**src/rtl/reg_arb_pkg.sv**
```systemverilog
// ---------------------------------------------------------------------------
// reg_arb_pkg
//
// Shared definitions for the register-bank write arbiter:
//   arb_state_e      - arbitration FSM state encoding (ARB, WRITE)
//   clog2()          - ceiling log2, used for derived index widths
//   *_RESET          - reset values for the round-robin pointer and the
//                      write staging registers
// ---------------------------------------------------------------------------
package reg_arb_pkg;

   typedef enum logic [0:0] {
      ARB   = 1'b0,
      WRITE = 1'b1
   } arb_state_e;

   // Ceiling log2; clog2(1) = 0, clog2(4) = 2, clog2(5) = 3.
   function automatic int unsigned clog2(input int unsigned n);
      int unsigned r;
      r = 0;
      while ((32'd1 << r) < n) begin
         r = r + 1;
      end
      return r;
   endfunction

   localparam int unsigned PTR_RESET        = 0;
   localparam int unsigned STAGE_IDX_RESET  = 0;
   localparam int unsigned STAGE_ADDR_RESET = 0;
   localparam int unsigned STAGE_DATA_RESET = 0;

endpackage

```
**src/rtl/rr_pick.sv**
```systemverilog
// ---------------------------------------------------------------------------
// rr_pick
//
// Combinational round-robin picker. Returns the first set bit of req found
// scanning upward from ptr and wrapping modulo NUM_REQ.
//
// Ports:
//   req    in   NUM_REQ  request vector
//   ptr    in   PTR_W    highest-priority position
//   grant  out  NUM_REQ  one-hot winner (all zero when req == 0)
//   idx    out  PTR_W    binary index of the winner (0 when req == 0)
// ---------------------------------------------------------------------------
module rr_pick
   import reg_arb_pkg::*;
#(
   parameter int unsigned NUM_REQ = 4,
   localparam int unsigned PTR_W = clog2(NUM_REQ)
) (
   input  logic [NUM_REQ-1:0] req,
   input  logic [PTR_W-1:0]   ptr,
   output logic [NUM_REQ-1:0] grant,
   output logic [PTR_W-1:0]   idx
);

   logic [NUM_REQ-1:0]   mask;
   logic [2*NUM_REQ-1:0] dbl;
   logic                 found;

   // Lower half holds only requests at or above ptr; upper half holds all of
   // them, so a plain lowest-bit-first scan of dbl gives the wrapped order.
   always_comb begin
      for (int unsigned i = 0; i < NUM_REQ; i++) begin
         mask[i] = (PTR_W'(i) >= ptr);
      end
      dbl = {req, req & mask};
   end

   always_comb begin
      grant = '0;
      idx   = '0;
      found = 1'b0;
      for (int unsigned j = 0; j < 2 * NUM_REQ; j++) begin
         if (!found && dbl[j]) begin
            found                = 1'b1;
            idx                  = PTR_W'(j % NUM_REQ);
            grant[j % NUM_REQ]   = 1'b1;
         end
      end
   end

endmodule

```
**src/rtl/reg_bank_arbiter.sv**
```systemverilog
// ---------------------------------------------------------------------------
// reg_bank_arbiter
//
// Round-robin write arbiter in front of a bank of NUM_REGS x DATA_W flops.
// Each two-cycle slot: ARB picks a winner and stages its addr/data while
// pulsing ack; WRITE commits the staged write and advances the pointer past
// the winner. Bank contents are exposed in parallel on q.
//
// Ports:
//   clk    in   1                 clock, rising edge
//   reset  in   1                 synchronous, active-high
//   req    in   NUM_REQ           per-requester write request (level)
//   addr   in   NUM_REQ*ADDR_W    packed register index per requester
//   wdata  in   NUM_REQ*DATA_W    packed write data per requester
//   ack    out  NUM_REQ           one-hot, one-cycle grant pulse (registered)
//   busy   out  1                 high while in WRITE
//   q      out  NUM_REGS*DATA_W   packed bank contents
// ---------------------------------------------------------------------------
module reg_bank_arbiter
   import reg_arb_pkg::*;
#(
   parameter int unsigned NUM_REQ  = 4,
   parameter int unsigned NUM_REGS = 4,
   parameter int unsigned DATA_W   = 8,
   localparam int unsigned ADDR_W  = clog2(NUM_REGS)
) (
   input  logic                         clk,
   input  logic                         reset,
   input  logic [NUM_REQ-1:0]           req,
   input  logic [NUM_REQ*ADDR_W-1:0]    addr,
   input  logic [NUM_REQ*DATA_W-1:0]    wdata,
   output logic [NUM_REQ-1:0]           ack,
   output logic                         busy,
   output logic [NUM_REGS*DATA_W-1:0]   q
);

   localparam int unsigned PTR_W = clog2(NUM_REQ);

   arb_state_e          state_q, state_d;
   logic [PTR_W-1:0]    ptr_q, ptr_d;
   logic [PTR_W-1:0]    win_q, win_d;
   logic [ADDR_W-1:0]   addr_q, addr_d;
   logic [DATA_W-1:0]   data_q, data_d;
   logic [NUM_REQ-1:0]  ack_q, ack_d;
   logic                bank_we;

   logic [DATA_W-1:0]   bank_q [NUM_REGS];

   logic [NUM_REQ-1:0]  pick_grant;
   logic [PTR_W-1:0]    pick_idx;
   logic [ADDR_W-1:0]   pick_addr;
   logic [DATA_W-1:0]   pick_data;

   rr_pick #(
      .NUM_REQ (NUM_REQ)
   ) u_rr_pick (
      .req   (req),
      .ptr   (ptr_q),
      .grant (pick_grant),
      .idx   (pick_idx)
   );

   // Select the winner's address and data lanes.
   always_comb begin
      pick_addr = '0;
      pick_data = '0;
      for (int unsigned i = 0; i < NUM_REQ; i++) begin
         if (pick_idx == PTR_W'(i)) begin
            pick_addr = addr[i*ADDR_W +: ADDR_W];
            pick_data = wdata[i*DATA_W +: DATA_W];
         end
      end
   end

   // Next-state logic. ack is only ever set for the ARB->WRITE transition,
   // so it is a single-cycle pulse and never high on consecutive cycles.
   always_comb begin
      state_d = state_q;
      ptr_d   = ptr_q;
      win_d   = win_q;
      addr_d  = addr_q;
      data_d  = data_q;
      ack_d   = '0;
      bank_we = 1'b0;
      unique case (state_q)
         ARB: begin
            if (|req) begin
               ack_d   = pick_grant;
               win_d   = pick_idx;
               addr_d  = pick_addr;
               data_d  = pick_data;
               state_d = WRITE;
            end
         end
         WRITE: begin
            bank_we = 1'b1;
            // Winner drops to lowest priority.
            ptr_d   = (win_q == PTR_W'(NUM_REQ - 1)) ? '0 : win_q + PTR_W'(1);
            state_d = ARB;
         end
         default: begin
            state_d = ARB;
         end
      endcase
   end

   always_ff @(posedge clk) begin
      if (reset) begin
         state_q <= ARB;
         ptr_q   <= PTR_W'(PTR_RESET);
         win_q   <= PTR_W'(STAGE_IDX_RESET);
         addr_q  <= ADDR_W'(STAGE_ADDR_RESET);
         data_q  <= DATA_W'(STAGE_DATA_RESET);
         ack_q   <= '0;
      end else begin
         state_q <= state_d;
         ptr_q   <= ptr_d;
         win_q   <= win_d;
         addr_q  <= addr_d;
         data_q  <= data_d;
         ack_q   <= ack_d;
      end
   end

   // Reset takes priority, so a write staged when reset arrives is dropped.
   always_ff @(posedge clk) begin
      if (reset) begin
         for (int unsigned r = 0; r < NUM_REGS; r++) begin
            bank_q[r] <= '0;
         end
      end else if (bank_we) begin
         bank_q[addr_q] <= data_q;
      end
   end

   for (genvar r = 0; r < NUM_REGS; r++) begin : g_q
      assign q[r*DATA_W +: DATA_W] = bank_q[r];
   end

   assign ack  = ack_q;
   assign busy = (state_q == WRITE);

endmodule
```
**config.mk**
```make
export PLATFORM = sky130hd
export DESIGN_NAME = reg_bank_arbiter
export DESIGN_NICKNAME = d
export VERILOG_FILES = /design/src/rtl/reg_arb_pkg.sv /design/src/rtl/rr_pick.sv /design/src/rtl/reg_bank_arbiter.sv
export SDC_FILE = /design/constraint.sdc
export NUM_CORES = 1
export LEC_CHECK = 0
export ABC_AREA = 0
export ABC_CLOCK_PERIOD_IN_PS = 1950
export BUFFER_PORTS_ARGS = -buffer_cell sky130_fd_sc_hd__clkbuf_2
export CAP_MARGIN = 20
export CORE_MARGIN = 5
export CORE_UTILIZATION = 40
export CTS_CLUSTER_SIZE = 40
export DETAILED_ROUTE_END_ITERATION = 6
export PLACE_DENSITY = 0.69
export SETUP_SLACK_MARGIN = 0.4
export SYNTH_ARGS = -nofsm -noshare
export SYNTH_HDL_FRONTEND = slang
export SYNTH_HIERARCHICAL = 1
export SYNTH_SLANG_ARGS = --single-unit
```
**constraint.sdc**
```tcl
create_clock -name clk -period 1.95 [get_ports clk]
set_input_delay 0 -clock clk [delete_from_list [all_inputs] [get_ports clk]]
set_output_delay 0 -clock clk [all_outputs]
set_load 0.02 [all_outputs]
```
==> metrics.md <==
| Metric | Value |
|---|---|
| Status | `complete, no violations` |
| Setup Slack @ Placement | `0.180 ns` |
| Req. time, crit path | `2.15 ns` |
| GRT overflow | `0` |
| 1st-pass router iterations | `4` |
| Power share of the clock group | `29.6%` |
| Tcrit/Tclk final | `89.8%` |
| Synth-to-layout area growth | `30.3%` |
| Synth top cells by count | `36 x and2_1, 32 x edfxtp_1, 19 x dfxtp_1` |
| TNS Setup | `0 ns` |
| DR top layer | `met4` |
| Leakage | `roughly 1.3 nW` |
| Top area cells in the synthesized netlist | `edfxtp_1 42%, dfxtp_1 17%, and2_1 9.9%` |
| GRT Util Overall | `between 10% and 20%` |
| Residual DRC count | `0` |
| Area after DPL | `2830 um^2` |
| Clk_skew | `~0.0067 ns` |
| Final setup viols | `0` |
| NumNets Final | `approximately 300` |
| Fin. Hold Viols | `0` |
| Sw Ratio | `24.7%` |
| Type of the most critical hold path | `primary input to flop` |
| Crit end category | `flop` |
| Final instance area | `2950 um^2` |
| Net switching power | `0.591 mW` |
| Share of layout cells above drive strength 1 | `52.7%` |
| EDFF count, synth | `32` |
| Routed wl met3 | `305 um` |
| Post-CTS Hold Buffers | `0` |
| PD cells | `812 nW/um^2` |
| Antenna cells | `0` |
| Met1 wire length | `2270 um` |
| Worst setup slack after layout | `0.199 ns` |
| Internal Power | `1.80 mW` |
| Unrepaired setup endpoints after global routing | `yes` |
| Actual slew at the worst max-slew pin | `0.519 ns` |
| I/O pin total | `83` |
| Worst hold slack | `~0.068 ns` |
| Async set or reset register ratio after synthesis | `0%` |
| Sequential power share | `53.8%` |
| First-pass GRT wire length | `8450 um` |
| Initial antenna violation count | `0` |
| Synthesized area | `2260 um^2` |
| Yosys Warn Count | `6` |
| Area of the core | `5510 um^2` |
| Post-synth cell types | `33` |
| Vias | `1644` |
| Top-area cell type share of the netlist area | `42.4%` |
| Slew Limit Fails | `0` |
| CP arrival | `1.95 ns` |
| Clock Root Buffer | `clkbuf_8` |
| Clock sinks | `51` |
| Highest Clock Rate | `571 MHz` |
| Initial Util | `41.1%` |
| Final ANT Viol Nets | `0` |
| Final min period | `1.75 ns` |
| Max Cap Violations | `0` |
| DRT iter0 DRCs | `69` |
| CP startpoint kind | `flop` |
| CP max FO | `11` |
| Largest net degree at the start of global routing | `17` |
| Ys flop type | `edfxtp_1` |
| Die W | `85.2 um` |
| I/O Buffers | `between 80 and 90` |
| Die Area | `slightly above 7000 um^2` |
| Routability Congestion | `a little under 0.9` |
| Share of power burned in combinational logic | `between 15 and 20%` |
| Final wirelength | `roughly 5100 um` |
| Dominant cell type by area after synthesis | `edfxtp_1` |
| Die Ht | `roughly 85 um` |
| Reg clk slew, reported paths | `0.08 ns` |
| HPWL after detailed placement | `3980 um` |
| Gate count of the mapped netlist | `approximately 170` |
| Wire length on met2 | `roughly 2400 um` |
| Syn Area/Cell | `13.7 um^2` |
| Clk buf depth | `2` |
| Syn Nets | `212` |
| Sequential area share after synthesis | `59.2%` |
| Clk_lat worst skew | `0.30 ns` |
| Crit path kind | `flop to flop` |
| Total CTS buffers | `5` |
| TritonCTS clock tree | `yes` |
| Synthesized flop and latch total | `51` |
| H-tree Lvls | `2` |
| FP Rows | `27` |
| WL per Instance | `15.5 um` |
| Peak VDD IR | `0.336 mV` |
| Most numerous cell in the Yosys netlist | `and2_1` |
| Vias per std cell | `~5.0` |
| Number of global-route vias before repair | `1732` |
| Slew margin rel. | `roughly 65%` |
-- power groups by stage --
stage	registers [mW]	logic [mW]	clock network, mW
after floorplan	1.34	0.215	0
after global placement	1.31	0.393	0
after detailed placement	1.31	0.398	0
after CTS	1.29	0.402	0.726
after global routing	1.30	0.436	0.773
final	1.29	0.399	0.708
-- critical path: stages (launching register included) --
cell	delay, ns
dfxtp_4	0.39
nor2b_2	0.07
nor3_2	0.16
o22a_2	0.17
buf_12	0.14
mux4_2	0.50
a22o_1	0.22
-- per-stage QoR --
stage / util [%] / std cells / power, mW
2_1_floorplan: - / 165 / 1.55
3_3_place_gp: 51.3 / 319 / 1.70
3_5_place_dp: 51.3 / 319 / 1.71
4_1_cts: 53.5 / 328 / 2.42
5_1_grt: 53.6 / 328 / 2.51
6_report: 53.6 / 328 / 2.39
-- final timing paths --
kind                  from   endpoint  slack, ns  depth (start not counted)
hold reg to reg   win_q[1]   win_q[1]       0.51                          2
hold / removal       reset   win_q[0]       0.07                          2
setup reg to reg  ptr_q[0]  addr_q[0]       0.20                          6
setup / recovery  ptr_q[0]  addr_q[0]       0.20                          6
-- kinds of logic after synthesis --
family | count (synthesis) | synth area share [%]
AO/OA/AOI/OAI | 28 | 10.1
adder cells (fa/ha/maj) | 1 | 0.552
flip-flops | 51 | 59.2
buffers and inverters | 9 | 1.77
AND/OR/NAND/NOR | 65 | 18.0
multiplexers | 11 | 10.4
-- cells in the final DEF (no fill, tap or decap), types with 2 or more instances in the layout --
cell      netlist  layout
o21ai_0         6       6
nand3_1         2       2
nor2_1          7       7
mux4_2         10      10
nor3b_2         0       3
inv_1           3       2
nor3_1          4       2
o31a_1          2       2
nor3_2          1       2
and2_1         36      36
dfxtp_1        19      17
a22o_2          9       9
clkbuf_2        1      82
nand2b_1        2       2
a21oi_1         5       5
buf_4           0       6
edfxtp_1       32      32
or2_2           3       2
clkbuf_8        0       5
-- what timing repair did --
item,CTS,global route
setup buffers,1,0
setup endpoints to repair,10,18
gates resized for setup,0,1
-- cell type report --
| cell class | count | area, um^2 |
|---|---|---|
| fill | 477 | 2560 |
| sequential | 51 | 1350 |
| multi-input combinational | 105 | 917 |
| timing repair buffer | 89 | 475 |
| tap | 72 | 90.1 |
| clock buffer | 6 | 72.6 |
| clock inverter | 2 | 37.5 |
| inverter | 3 | 11.3 |
-- metal layers --
metal  up-vias  GRT usage [%]
met5         -              0
li1        796              -
met4         0           4.46
met2        57           24.0
met1       782           19.5
met3         9           3.59
-- state kept, by name (all words and copies together) (netlist names) --
| signal | count |
|---|---|
| bank_q | 32 |
| ptr_q | 2 |
| busy | 1 |
| data_q | 8 |
| win_q | 2 |
| ack | 4 |
| addr_q | 2 |
Note: power is estimated with default switching activity, not from simulation.
